File: config.mk
export PLATFORM = sky130hd
export DESIGN_NAME = onehot_decoder_seq
export DESIGN_NICKNAME = d
export VERILOG_FILES = /design/src/rtl/onehot_decoder_seq_pkg.sv /design/src/rtl/onehot_decoder_seq_scan_counter.sv /design/src/rtl/onehot_decoder_seq.sv
export SDC_FILE = /design/constraint.sdc
export NUM_CORES = 1
export LEC_CHECK = 0
export CAP_MARGIN = 0
export CORE_MARGIN = 1.5
export CORE_UTILIZATION = 50
export CTS_BUF_LIST = sky130_fd_sc_hd__clkbuf_8
export DETAILED_ROUTE_END_ITERATION = 16
export GPL_ROUTABILITY_DRIVEN = 0
export MAX_ROUTING_LAYER = met4
export PLACE_DENSITY = 0.95
export SKIP_CTS_REPAIR_TIMING = 1
export SLEW_MARGIN = 10
export SYNTH_ARGS = -nofsm -noshare
export SYNTH_HDL_FRONTEND = slang
export SYNTH_SLANG_ARGS = --single-unit
File: constraint.sdc
create_clock -name clk -period 2.32 [get_ports clk]
set_input_delay 0.464 -clock clk [delete_from_list [all_inputs] [get_ports clk]]
set_output_delay 0.464 -clock clk [all_outputs]
set_load 0.01 [all_outputs]
File: src/rtl/onehot_decoder_seq_pkg.sv
// Shared types and helpers for the registered one-hot decoder.
package onehot_decoder_seq_pkg;

  // Controller states kept as plain constants so older tools and netlists
  // see a fixed 2-bit encoding.
  typedef logic [1:0] state_t;
  localparam state_t ST_IDLE = 2'd0;
  localparam state_t ST_HOLD = 2'd1;
  localparam state_t ST_SCAN = 2'd2;

  // Widest output word any instance may request; callers cast the result
  // of onehot() down to their own OUT_W.
  localparam int unsigned MAX_OUT_W = 256;
  typedef logic [MAX_OUT_W-1:0] onehot_t;

  // One-hot image of code within a word of the given width; codes at or
  // beyond the width yield all zeros.
  function automatic onehot_t onehot(input int unsigned code, input int unsigned width);
    onehot_t r;
    r = '0;
    if ((code < width) && (code < MAX_OUT_W)) r[code[7:0]] = 1'b1;
    return r;
  endfunction

endpackage

File: src/rtl/onehot_decoder_seq_scan_counter.sv
// Modulo-OUT_W index counter with clear, parallel load and a registered
// wrap pulse. count_nxt is exposed so the caller can register a decoded
// image of the index in the same cycle as the index itself.
module onehot_decoder_seq_scan_counter #(
  parameter int unsigned SEL_W = 3,
  parameter int unsigned OUT_W = 8
) (
  input  logic             clk,
  input  logic             rst_n,
  input  logic             clr,
  input  logic             load,
  input  logic [SEL_W-1:0] load_val,
  input  logic             inc,
  output logic [SEL_W-1:0] count,
  output logic [SEL_W-1:0] count_nxt,
  output logic             wrap
);

  localparam logic [SEL_W-1:0] LAST = SEL_W'(OUT_W - 1);

  logic wrap_nxt;

  // Next index: clear beats load beats increment; wrap only on LAST -> 0.
  always_comb begin
    count_nxt = count;
    wrap_nxt  = 1'b0;
    if (clr) begin
      count_nxt = '0;
    end else if (load) begin
      count_nxt = load_val;
    end else if (inc) begin
      if (count == LAST) begin
        count_nxt = '0;
        wrap_nxt  = 1'b1;
      end else begin
        count_nxt = count + SEL_W'(1);
      end
    end
  end

  // Index and wrap registers; wrap lasts exactly one cycle.
  always_ff @(posedge clk) begin
    if (!rst_n) begin
      count <= '0;
      wrap  <= 1'b0;
    end else begin
      count <= count_nxt;
      wrap  <= wrap_nxt;
    end
  end

endmodule

File: src/rtl/onehot_decoder_seq.sv
// Registered, parametrised one-hot decoder with valid/ready select input
// and a stepped scan mode that walks one active line across all outputs.
module onehot_decoder_seq
  import onehot_decoder_seq_pkg::*;
#(
  parameter int unsigned SEL_W   = 3,
  parameter int unsigned OUT_W   = 8,
  parameter bit          ACT_LOW = 1'b0
) (
  input  logic             clk,
  input  logic             rst_n,
  input  logic             en,
  input  logic             mode,
  input  logic             in_valid,
  output logic             in_ready,
  input  logic [SEL_W-1:0] sel,
  input  logic             step,
  output logic [OUT_W-1:0] dec_out,
  output logic [SEL_W-1:0] idx,
  output logic             out_valid,
  output logic             err,
  output logic             wrap
);

  state_t           state_p1;
  logic [OUT_W-1:0] dec_p1;
  logic             vld_p1;
  logic             err_p1;

  logic             accept;
  logic             in_range;
  logic             scan_entry;
  logic             scan_step;
  logic [SEL_W-1:0] cnt_nxt;
  logic [OUT_W-1:0] oh_nxt;

  assign in_ready   = rst_n & en & ~mode;
  assign accept     = in_valid & in_ready;
  assign in_range   = (32'(sel) < OUT_W);
  assign scan_entry = en & mode & (state_p1 != ST_SCAN);
  assign scan_step  = en & mode & (state_p1 == ST_SCAN) & step;

  // Decoded image of whatever index the counter is about to hold; out of
  // range selects never load the counter, so this is only used when legal.
  assign oh_nxt = OUT_W'(onehot(32'(cnt_nxt), OUT_W));

  onehot_decoder_seq_scan_counter #(
    .SEL_W (SEL_W),
    .OUT_W (OUT_W)
  ) u_scan_counter (
    .clk       (clk),
    .rst_n     (rst_n),
    .clr       (scan_entry),
    .load      (accept & in_range),
    .load_val  (sel),
    .inc       (scan_step),
    .count     (idx),
    .count_nxt (cnt_nxt),
    .wrap      (wrap)
  );

  // Control and registered output word: reset > enable > mode > accept/step.
  always_ff @(posedge clk) begin
    if (!rst_n) begin
      state_p1 <= ST_IDLE;
      dec_p1   <= '0;
      vld_p1   <= 1'b0;
      err_p1   <= 1'b0;
    end else if (!en) begin
      state_p1 <= ST_IDLE;
      dec_p1   <= '0;
      vld_p1   <= 1'b0;
    end else if (mode) begin
      if (state_p1 != ST_SCAN) begin
        state_p1 <= ST_SCAN;
        dec_p1   <= oh_nxt;
        vld_p1   <= 1'b1;
        err_p1   <= 1'b0;
      end else if (step) begin
        dec_p1   <= oh_nxt;
      end
    end else if (accept) begin
      state_p1 <= ST_HOLD;
      if (in_range) begin
        dec_p1 <= oh_nxt;
        vld_p1 <= 1'b1;
        err_p1 <= 1'b0;
      end else begin
        dec_p1 <= '0;
        vld_p1 <= 1'b0;
        err_p1 <= 1'b1;
      end
    end else if (state_p1 == ST_SCAN) begin
      state_p1 <= ST_IDLE;
      dec_p1   <= '0;
      vld_p1   <= 1'b0;
    end
  end

  assign dec_out   = ACT_LOW ? ~dec_p1 : dec_p1;
  assign out_valid = vld_p1;
  assign err       = err_p1;

endmodule

==> reports/results.ini <==
[power_and_ir_drop]
power_switching_mw=0.1271
powerDensity_nw_per_um2=524.1
p_int_mw=0.4185
p_leak_nw=0.4269
p_comb_share_pct=13.9
clkPwrFrac_pct=37.0
p_sw_share_pct=23.30
sequentialPowerShare_pct=49.1
peakVddDrop_uv=497.3

[floorplan]
ioPinCount=24
core-area_sq_um=1334
start_util_pct=54.88
die-area_sq_um=1702
die_h_microns=41.26
die_width_microns=41.26
row_count=13

[clock_tree]
cts_sinks=15
clockRootBuffer=clkbuf_8
path_clk_slew_ns=0.06
cts_tree=yes
clock_latency_ns=0.25
cts_made_buffers=3
htreeDepth=1
cts_buffer_depth=2

[placement]
placed_area_sq_um=993.5
port_buffers=22
dp.cells=119
hpwl_microns=1383

[final_layout]
stdcell_area_sq_um=1041
diodes=0
layout.core_utilization_pct=78.05
syn_to_final_growth_pct=42.22
final_cells=123
layout.nets=120
drive_gt1_share_pct=10.19

[timing]
final.setup.tns_ns=0
fin_crit_ns=2.106
fin_skew_ns=0.001374
slew_viol_final=0
rsz0062_at_grt=false
fmax_mhz=474.9
finalHoldViolations=0
period_share_pct=90.77
setup_violations=0

[setup_path]
arrival_ns=2.24
cp.required_ns=2.46
crit_path_start_kind=primary input
cp_max_fo=8
worst-setup-path-type=in2reg
end_kind=register

[grt]
grt_pass1_wl_microns=2766
grt_use_total_pct=26.79
grt_pass1_vias=650
grt_antenna_before_repair=0
grt_overflow=0
grt_max_degree=9

[run]
max-cap-violations=0

[outcome]
status=completed

[synthesis]
ys_top_cells_by_area=dfxtp_1 41%, a32o_1 5.5%, a22o_1 4.8%
yosysWarnings=0
netlist_area_sq_um=732.0
syn_avg_cell_area_sq_um=9.265
synth-seq-cells=15
synthTopCellsByCount=15 x dfxtp_1, 9 x nor2_1, 7 x nand2_1, 5 x o21ai_0
syn_nets=90
synth.distinct_cells=29
synth_edf_count=0
yosys.area.top_type_share_pct=41.03
synth_cells=79
ys_seq_area_share_pct=41.03
synth.most_common_cell=dfxtp_1
synth-async-reset-ratio_pct=0
synth_area_leader_cell=dfxtp_1
ys.flop_type=dfxtp_1

[routing]
via_per_inst=5.927
ant_nets=0
drtIter0Drc=18
drc_errors=0
drt_pass1_iterations=4
totalWireLength_microns=1803
dr_total_vias=729
routedWlPerCell_microns=14.66

[hold_path]
min_path_type=reg2reg

==> through the flow <==
step	total power [mW]	setup WS (ns)	hold slack, ns
after CTS	0.5516	0.04188	0.4801
after global routing	0.5719	0.1129	0.4969
after floorplan	0.3090	0.7248	0.4967
after detailed placement	0.3476	0.02019	0.4621
final	0.5456	0.2142	0.4743
after global placement	0.3455	0.03236	0.4549
==> critical path: stages <==
cell and delay [ns]:
clkdlybuf4s50_1 0.59, and4b_1 0.28, nand2_1 0.09, o311ai_2 0.30, o211ai_1 0.24, a32o_1 0.27
==> cell type report <==
| type | instances | area, sq um |
|---|---|---|
| Fill cell | 93 | 292.8 |
| Inverter | 2 | 7.507 |
| Sequential cell | 15 | 300.3 |
| Timing Repair Buffer | 27 | 260.3 |
| Multi-Input combinational cell | 60 | 409.1 |
| Clock inverter | 1 | 3.754 |
| Tap cell | 15 | 18.77 |
| Clock buffer | 3 | 41.29 |
==> final timing paths <==
kind | start | to | slack [ns] | cells past startpoint
worst max-delay path | mode | dec_out[0]$_SDFFE_PP0P_ | 0.21 | 6
worst min register to register | dec_out[4]$_SDFFE_PP0P_ | dec_out[4]$_SDFFE_PP0P_ | 0.47 | 1
worst min-delay path | dec_out[4]$_SDFFE_PP0P_ | dec_out[4]$_SDFFE_PP0P_ | 0.47 | 1
worst max register to register | u_scan_counter.count[0]$_SDFF_PN0_ | dec_out[6]$_SDFFE_PP0P_ | 0.53 | 7
==> layer usage <==
layer	wire length, microns	GRT usage [%]	vias to the layer above	part of all wire [%]
met5	0	-	-	0
met4	23	9.677	0	1.3
met3	128	11.41	4	7.1
met2	856	42.19	34	47
met1	794	30.13	335	44
li1	-	-	356	-
==> power groups by stage <==
| stage | clock network (mW) | logic [mW] | registers (mW) |
|---|---|---|---|
| 2_1_floorplan | 0 | 0.0352 | 0.274 |
| 3_3_place_gp | 0 | 0.0727 | 0.273 |
| 3_5_place_dp | 0 | 0.0748 | 0.273 |
| 4_1_cts | 0.209 | 0.0756 | 0.267 |
| 5_1_grt | 0.221 | 0.0823 | 0.268 |
| 6_report | 0.202 | 0.0761 | 0.268 |
==> placed cells by master (no fill, tap or decap), drive strengths merged, types with 2 or more instances in the layout <==
| cell | synthesis | routed |
|---|---|---|
| a211oi | 3 | 3 |
| a21boi | 2 | 2 |
| a21oi | 2 | 2 |
| a22o | 4 | 4 |
| a32o | 4 | 4 |
| and2 | 3 | 3 |
| buf | 2 | 5 |
| clkbuf | 0 | 3 |
| clkdlybuf4s50 | 0 | 21 |
| dfxtp | 15 | 15 |
| ha | 2 | 2 |
| inv | 2 | 3 |
| nand2 | 7 | 7 |
| nand4b | 2 | 2 |
| nor2 | 9 | 9 |
| nor3 | 2 | 2 |
| o21a | 3 | 3 |
| o21ai | 6 | 6 |
==> registers in the layout, indices dropped and copies added (netlist names) <==
register	flops
u_scan_counter.count	3
state_p1	2
u_scan_counter.wrap	1
out_valid	1
dec_out	8
==> cell families after synthesis <==
| kind of cell | after synthesis | synth area share (%) |
|---|---|---|
| fa+ha+maj | 2 | 3.418 |
| buf+inv | 4 | 3.077 |
| other cells | 1 | 0.5123 |
| compound gates | 31 | 33.50 |
| simple gates | 26 | 18.46 |
| flops | 15 | 41.03 |
No activity file was read; power rests on OpenSTA's default activity.
